### config.mk
export PLATFORM = sky130hd
export DESIGN_NAME = sdram_pattern_tester_flat
export DESIGN_NICKNAME = d
export VERILOG_FILES = /design/src/rtl/sdram_pattern_tester_if.sv /design/src/rtl/sdram_pattern_tester.sv /design/src/flat_wrapper.sv
export SDC_FILE = /design/constraint.sdc
export NUM_CORES = 1
export LEC_CHECK = 0
export CAP_MARGIN = 20
export CORE_MARGIN = 10
export CORE_UTILIZATION = 51
export DETAILED_ROUTE_END_ITERATION = 8
export PLACE_DENSITY = 0.8
export SLEW_MARGIN = 10
export SYNTH_ARGS = -nofsm -noshare
export SYNTH_HDL_FRONTEND = slang
export SYNTH_SLANG_ARGS = --single-unit
### constraint.sdc
create_clock -name clk -period 3.46 [get_ports clk]
set_clock_uncertainty 0.05 [all_clocks]
set_input_delay 1.038 -clock clk [delete_from_list [all_inputs] [get_ports clk]]
set_output_delay 1.038 -clock clk [all_outputs]
set_load 0.05 [all_outputs]
### src/rtl/sdram_pattern_tester_if.sv
// Byte-wide access bus between the pattern tester and the dual-port SDRAM controller
// (write strobe/data on port B, read strobe/data on port A).
interface sdram_pattern_tester_if;
  logic        mem_we;
  logic        mem_oe;
  logic [24:0] mem_addr;
  logic [7:0]  mem_din;
  logic [7:0]  mem_dout;

  modport master (output mem_we, output mem_oe, output mem_addr, output mem_din, input mem_dout);
  modport slave  (input mem_we, input mem_oe, input mem_addr, input mem_din, output mem_dout);
endinterface

### src/rtl/sdram_pattern_tester.sv
// Slot-paced memory tester: writes a(7:0)+pass pattern over 0..2^ADDR_W-1, reads it back,
// counts mismatches and latches the first failing address.
module sdram_pattern_tester #(
  parameter int ADDR_W = 8,
  parameter int LOOPS  = 1
) (
  input  logic                           clk,
  input  logic                           reset,
  input  logic                           start,
  input  logic                           slot,
  sdram_pattern_tester_if.master         mem,
  output logic                           busy,
  output logic                           done,
  output logic                           pass,
  output logic [15:0]                    err_count,
  output logic [24:0]                    first_err_addr,
  output logic [7:0]                     loop_count
);

  typedef enum logic [2:0] {IDLE, WRITE, READ, FLUSH, DONE} state_t;

  state_t              state_reg, state_next;
  logic [ADDR_W-1:0]   addr_reg, addr_next;
  logic [ADDR_W-1:0]   prev_addr_reg, prev_addr_next;
  logic                rd_pending_reg, rd_pending_next;
  logic                we_reg, we_next;
  logic                oe_reg, oe_next;
  logic [24:0]         mem_addr_reg, mem_addr_next;
  logic [7:0]          din_reg, din_next;
  logic [15:0]         err_reg, err_next;
  logic [24:0]         first_reg, first_next;
  logic [7:0]          loop_reg, loop_next;
  logic                cmp_en;

  function automatic logic [7:0] pattern(input logic [ADDR_W-1:0] a, input logic [7:0] p);
    return 8'(a) + p;
  endfunction

  always_ff @(posedge clk) begin
    if (reset) begin
      state_reg      <= IDLE;
      addr_reg       <= '0;
      prev_addr_reg  <= '0;
      rd_pending_reg <= 1'b0;
      we_reg         <= 1'b0;
      oe_reg         <= 1'b0;
      mem_addr_reg   <= '0;
      din_reg        <= '0;
      err_reg        <= '0;
      first_reg      <= '0;
      loop_reg       <= '0;
    end else begin
      state_reg      <= state_next;
      addr_reg       <= addr_next;
      prev_addr_reg  <= prev_addr_next;
      rd_pending_reg <= rd_pending_next;
      we_reg         <= we_next;
      oe_reg         <= oe_next;
      mem_addr_reg   <= mem_addr_next;
      din_reg        <= din_next;
      err_reg        <= err_next;
      first_reg      <= first_next;
      loop_reg       <= loop_next;
    end
  end

  always_comb begin
    state_next      = state_reg;
    addr_next       = addr_reg;
    prev_addr_next  = prev_addr_reg;
    rd_pending_next = rd_pending_reg;
    we_next         = 1'b0;
    oe_next         = 1'b0;
    mem_addr_next   = mem_addr_reg;
    din_next        = din_reg;
    err_next        = err_reg;
    first_next      = first_reg;
    loop_next       = loop_reg;
    cmp_en          = 1'b0;

    case (state_reg)
      IDLE, DONE: begin
        if (start) begin
          state_next      = WRITE;
          addr_next       = '0;
          rd_pending_next = 1'b0;
          err_next        = '0;
          first_next      = '0;
          loop_next       = '0;
        end
      end
      WRITE: begin
        if (slot) begin
          we_next       = 1'b1;
          mem_addr_next = 25'(addr_reg);
          din_next      = pattern(addr_reg, loop_reg);
          addr_next     = addr_reg + ADDR_W'(1);
          if (addr_reg == '1) state_next = READ;
        end
      end
      READ: begin
        // Each slot checks the data returned for the read issued one slot earlier.
        if (slot) begin
          cmp_en          = rd_pending_reg;
          oe_next         = 1'b1;
          mem_addr_next   = 25'(addr_reg);
          prev_addr_next  = addr_reg;
          rd_pending_next = 1'b1;
          addr_next       = addr_reg + ADDR_W'(1);
          if (addr_reg == '1) state_next = FLUSH;
        end
      end
      FLUSH: begin
        if (slot) begin
          cmp_en          = 1'b1;
          rd_pending_next = 1'b0;
          loop_next       = loop_reg + 8'd1;
          addr_next       = '0;
          if (LOOPS == 0 || int'(loop_reg) + 1 < LOOPS) state_next = WRITE;
          else                                          state_next = DONE;
        end
      end
      default: state_next = IDLE;
    endcase

    if (cmp_en && (mem.mem_dout != pattern(prev_addr_reg, loop_reg))) begin
      if (err_reg != 16'hFFFF) err_next = err_reg + 16'd1;
      if (err_reg == 16'd0)    first_next = 25'(prev_addr_reg);
    end
  end

  assign mem.mem_we   = we_reg;
  assign mem.mem_oe   = oe_reg;
  assign mem.mem_addr = mem_addr_reg;
  assign mem.mem_din  = din_reg;

  assign busy           = (state_reg == WRITE) || (state_reg == READ) || (state_reg == FLUSH);
  assign done           = (state_reg == DONE);
  assign pass           = done && (err_reg == 16'd0);
  assign err_count      = err_reg;
  assign first_err_addr = first_reg;
  assign loop_count     = loop_reg;

endmodule
### src/flat_wrapper.sv
// flat-port wrapper written by rule: the top's interface ports become plain ports
module sdram_pattern_tester_flat 
#(
  parameter int ADDR_W = 8,
  parameter int LOOPS  = 1
)
  (clk, reset, start, slot, busy, done, pass, err_count, first_err_addr, loop_count, mem_mem_we, mem_mem_oe, mem_mem_addr, mem_mem_din, mem_mem_dout);
  sdram_pattern_tester_if mem_i ();
  input  logic clk;
  input  logic reset;
  input  logic start;
  input  logic slot;
  output logic busy;
  output logic done;
  output logic pass;
  output logic [15:0] err_count;
  output logic [24:0] first_err_addr;
  output logic [7:0] loop_count;
  output wire logic [$bits(mem_i.mem_we)-1:0] mem_mem_we;
  output wire logic [$bits(mem_i.mem_oe)-1:0] mem_mem_oe;
  output wire logic [$bits(mem_i.mem_addr)-1:0] mem_mem_addr;
  output wire logic [$bits(mem_i.mem_din)-1:0] mem_mem_din;
  input wire logic [$bits(mem_i.mem_dout)-1:0] mem_mem_dout;
  assign mem_mem_we = mem_i.mem_we;
  assign mem_mem_oe = mem_i.mem_oe;
  assign mem_mem_addr = mem_i.mem_addr;
  assign mem_mem_din = mem_i.mem_din;
  assign mem_i.mem_dout = mem_mem_dout;
  sdram_pattern_tester #(.ADDR_W(ADDR_W), .LOOPS(LOOPS)) u_core (.clk(clk), .reset(reset), .start(start), .slot(slot), .mem(mem_i), .busy(busy), .done(done), .pass(pass), .err_count(err_count), .first_err_addr(first_err_addr), .loop_count(loop_count));
endmodule
# [Word-level counts from Yosys, hierarchy flattened]
# Cells that the tools add are included.
[totals] ff_bits=87 in_bits=12 out_inout_bits=87 wordCells=83
[op_classes] n_addsub=6 magnitude_cmp=1 n_eq_ne=14 muxes=29 bitwise_logic=2 reduce_logical=20
[ops] operator="$mux W25" count=4
[ops] operator="$mux W16" count=4
[ops] operator="$lt A32 B2 Y1 const B" count=1
[ops] operator="$mux W8" count=4
[ops] operator="$pmux W8 S3" count=1
[ops] operator="$mux W3" count=7
[ops] operator="$add A16 B1 Y16 const B" count=1
[ops] operator="$add A8 B1 Y8 const B" count=2
[ops] operator="$add A8 B8 Y8" count=2
[ops] operator="$logic_not A16 Y1" count=1
[ops] operator="$ne A16 B16 Y1 const B" count=1
[ops] operator="$pmux W8 S2" count=1
[ops] operator="$pmux W3 S4" count=1
[ops] operator="$add A8 B1 Y9 const B" count=1
[ops] operator="$eq A8 B8 Y1 const B" count=1
[ops] operator="$ne A2 B2 Y1 const B" count=4
[ops] operator="$ne A8 B8 Y1" count=1
[ops] operator="$reduce_and A4 Y1" count=2
[ops] operator="$reduce_or A2 Y1" count=4
[ops] operator="$eq A3 B2 Y1 const B" count=2
[ops] operator="$ne A2 B1 Y1 const B" count=3
[ops] operator="$reduce_and A2 Y1" count=3
[ops] operator="$reduce_and A6 Y1" count=1
[ops] operator="$reduce_bool A3 Y1" count=2
[ops] operator="other kinds (11)" count=18

# [Longest topological paths before layout]
[depth] word_depth=5 mapped_depth=10 mapped_depth_nobuf=10

# [Worst setup path after synthesis]
# No wires, ideal clock.
[synth_path] path_type="register to register" startpoint="register u_core.loop_reg[0] (netlist: u_core.loop_count[0])" endpoint="register u_core.err_reg[13] (netlist: u_core.err_count[13])" setup_ns=0.096 arrival_time_ns=2.907 required_ns=3.314 setup_slack_ns=0.408 path_stages_with_launch=10 n_path_buf=1 synth_period_minus_slack_ns=3.052 cell_sequence="dfxtp_1 -> ha_1 -> fa_1 -> xor2_1 -> or3_4 -> nor4_4 -> a31o_2 -> buf_6 -> nor2_4 -> o41ai_2"
[synth_via] elab_chain_len=4
[synth_lines] element="start: declaration" line="sdram_pattern_tester.sv:32" rtl="logic [7:0] loop_reg, loop_next;"
[synth_lines] element="start signal: assignment" line="sdram_pattern_tester.sv:63" rtl="loop_reg <= loop_next;"
[synth_lines] element="$add A8 B8 Y8" line="sdram_pattern_tester.sv:36" rtl="return 8'(a) + p;"
[synth_lines] element="$ne A8 B8 Y1" line="sdram_pattern_tester.sv:126" rtl="if (cmp_en && (mem.mem_dout != pattern(prev_addr_reg, loop_reg))) begin"
[synth_lines] element="$logic_and A1 B1 Y1" line="sdram_pattern_tester.sv:126"
[synth_lines] element="$mux W16" line="sdram_pattern_tester.sv:126"
[synth_lines] element="end signal: assignment" line="sdram_pattern_tester.sv:61" rtl="err_reg <= err_next;"
[synth_lines] element="end: declaration" line="sdram_pattern_tester.sv:30" rtl="logic [15:0] err_reg, err_next;"
# No other way between the ends.
# A chain may end at the register's enable or synchronous reset.

# [Final worst setup path]
[layout_path] startpoint="register u_core.state_reg[1]" endpoint="output port busy"
[layout_via] elab_chain_len=3 elab_cells_between_ends=5 cone_classes="eq/ne: 3; reduce/logical: 2"
[layout_lines] element="start: declaration" line="sdram_pattern_tester.sv:22" rtl="state_t state_reg, state_next;"
[layout_lines] element="start signal: assignment" line="sdram_pattern_tester.sv:53" rtl="state_reg <= state_next;"
[layout_lines] element="$eq A3 B1 Y1 / $eq A3 B2 Y1 (equally long branches)" line="sdram_pattern_tester.sv:137" rtl="assign busy = (state_reg == WRITE) || (state_reg == READ) || (state_reg == FLUSH);"
[layout_lines] element="$logic_or A1 B1 Y1" line="sdram_pattern_tester.sv:137"
[layout_lines] element="$logic_or A1 B1 Y1 (*)" line="sdram_pattern_tester.sv:137"
[layout_lines] element="end: declaration" line="flat_wrapper.sv:13" rtl="output logic busy;"
# Every way passes the cells marked *; elsewhere a longest branch is shown, timed or not.

==> results by group <==
Floorplan
  – Die span in x: 115.5 um
  – Starting Density: 52.77%
  – DIE HEIGHT: 115.5 um
  – I/O pin count: 99
  – DIE AREA: 13,330 um2
  – Core Rows: 34
  – Core area: 8806 um2

Synthesis
  – Sequential element share of the synthesized area: 37.48%
  – Post-synth EDFFs: 0
  – Syn Inst Count: 561
  – Mapped Area: 4647 um2
  – Fraction of registers with async set or reset after synthesis: 0%
  – #FFs+latches synth: 87
  – Synth area leader: dfxtp_1
  – Ys flop type: dfxtp_1
  – Synth warnings: 0
  – Cell variety after synth: 61
  – Syn avg cell area: 8.283 um2
  – Post-synth top area share: 37.48%
  – Top cells by area, synth: dfxtp_1 (37%), a21oi_1 (5.4%), nand2_1 (5.3%)

Setup path
  – CP endpoint: busy
  – Worst Path Required: 2.37 ns
  – WP data arrival: 2.04 ns
  – R2r endpoint: u_core.first_err_addr[16]
  – CP Max Fanout: 12
  – Reg2Reg Depth: 8
  – Worst setup SP type: flop
  – Setup Crit Path Kind: reg2out
  – Worst setup EP type: output port
  – RR Startpoint: u_core.prev_addr_reg[0]
  – Worst Setup SP: u_core.state_reg[1]
  – FF-to-FF setup slack: 0.63 ns

GRT
  – Number of global-route vias before repair: 4,052
  – GRT Util Overall: 18.06%
  – GR Overflow Total: 0
  – Antenna violations before repair: 0
  – First-pass GRT wire length: 19.84 mm
  – Largest net degree at the start of global routing: 71

Drt
  – # DRC: 0
  – Final WL: 12.15 mm
  – Initial drt markers: 255
  – Via-per-instance ratio: 5.651
  – Antenna-violating nets left: 0
  – Via Count: 4,221
  – Total iterations of the first detailed-routing run: 5
  – Average routed wire per standard cell: 16.27 um

Placement
  – Placed Instances: 731
  – Place WS: 0.1311 ns
  – Final Wtd Congestion: 0.8825
  – HPWL after DPL: 8.742 mm
  – Count of input and output buffers: 81

Clock network
  – # clock sinks: 87
  – Clk root buf: clkbuf_8
  – PostCTS Resize Cnt: 0
  – CTS Buf Count: 9
  – Clock Latency Late Sink: 0.36 ns
  – CTS tree: built
  – H-tree Lvls: 3
  – Setup Buffers After CTS: 0
  – Worst-case clock buffer depth: 2
  – Clk slew on worst S/H paths: 0.09 ns
  – Hold Buf Count CTS: 0

Finish
  – Area Growth Syn to Fin: 21.46%
  – Max reg flops: 25
  – Diode count: 0
  – Non-filler cells, final: 747
  – Commonest cells after routing, fill and taps aside: dfxtp_1 (87), clkdlybuf4s50_1 (79), nand2_1 (65), a21oi_1 (50), nor2_1 (45)
  – Most common cell after layout, fill and taps aside: dfxtp_1
  – Finished Core Util: 64.09%
  – Filler cells: 762
  – Post-layout nets: 667
  – Layout cells sized above 1: 7.042%

Outcome
  – Outcome: complete, no violations

Power
  – Power per standard cell area: 364.2 nW/um2
  – LEAKAGE: 2.124 nW
  – VDD IR max: 0.2950 mV

Timing
  – Unrepaired setup endpoints after global routing: false
  – Final Hold Viols: 0
  – Fin Setup TNS: 0 ns
  – Slew @ Worst Pin: 0.9350 ns
  – Tcrit/Tclk final: 90.52%
  – Final Worst Setup Slack: 0.3282 ns
  – Tmin final: 3.132 ns
  – Max Clk Rate: 319.3 MHz
  – Slew Limit Headroom: 37.43%
  – Final slew viol count: 0
  – Setup Viol. Count Final: 0
  – Hold_ws: 0.4030 ns

Run
  – Max Cap Viol: 0

Hold path
  – Hold wc startpoint: u_core.mem.mem_addr[2]
  – Worst Hold Class: reg2reg
final cells by class:
type                       instances  area, um2  share of cell area [%]
timing repair buffer              93      893.4                   15.83
sequential                        87       1742                   30.86
tap                              108      135.1                   2.394
clock buffer                      10      137.6                   2.438
inverter                          18      67.56                   1.197
clock inverter                     6      93.84                   1.663
multi-input combinational        425       2575                   45.62
Yosys cell counts, types with 2 or more instances:
master    instances
dfxtp_1          87
nor4_1            4
clkbuf_1         17
inv_1            18
o31ai_1           9
a311oi_1          2
xnor2_1          17
and4_1            2
or2_1             5
nand2_1          65
a21oi_1          50
or4_1             3
nand3_1          30
o21ai_0          12
buf_6             2
a31oi_1          11
fa_1              2
buf_4            18
nor3_1           21
nor2b_1           6
buf_2             3
o211ai_1         18
nor2_1           45
a211oi_1          4
nand4_1           4
or2_2             3
nor3b_1           4
xor2_1           14
and2_1            2
and3_1           20
nand2b_1          8
ha_1             19
clkbuf_8          6
a21o_1            3
power by group:
group | leakage (nW) | total, mW | switching [mW] | internal (mW)
Combinational | 1.31 | 0.222 | 0.161 | 0.0606
Clock | 0.113 | 0.809 | 0.379 | 0.430
Sequential | 0.701 | 1.02 | 0.0147 | 1.01
Total | 2.12 | 2.06 | 0.555 | 1.50
kinds of logic after synthesis:
| family | share of synthesized area, % |
|---|---|
| buffers and inverters | 8.400 |
| AO/OA/AOI/OAI | 17.12 |
| XOR/XNOR | 5.843 |
| adder cells (fa/ha/maj) | 5.977 |
| flip-flops | 37.48 |
| AND/OR/NAND/NOR | 24.88 |
| other | 0.08070 |
| multiplexers | 0.2154 |
how the worst min path moves through the flow:
stage                                  end  depth (start not counted)
floorplan            u_core.rd_pending_reg                          2
detailed placement   u_core.mem.mem_din[2]                          2
finish              u_core.mem.mem_addr[2]                          2
global placement     u_core.mem.mem_din[2]                          2
CTS                 u_core.mem.mem_addr[2]                          2
global route        u_core.mem.mem_addr[2]                          2
worst max-delay path: stages (launching register included):
cell             delay [ns]
dfxtp_1                0.53
nor2_1                 0.14
nor2_1                 0.17
clkdlybuf4s50_1        0.84
metrics by stage:
| step | instance area (um2) | total power, mW |
|---|---|---|
| finish | 5644 | 2.056 |
| global route | 5644 | 2.128 |
| CTS | 5644 | 2.064 |
| detailed placement | 5413 | 1.270 |
| global placement | 5413 | 1.265 |
| floorplan | 4707 | 1.225 |
routing by layer:
layer	share of wire (%)	up-vias	GRT usage, %
li1	-	2082	-
met1	41	1969	21.01
met2	49	154	31.05
met3	8.5	16	6.098
met4	1.5	0	4.899
met5	0	-	0
Note: power is estimated with default switching activity, not from simulation.
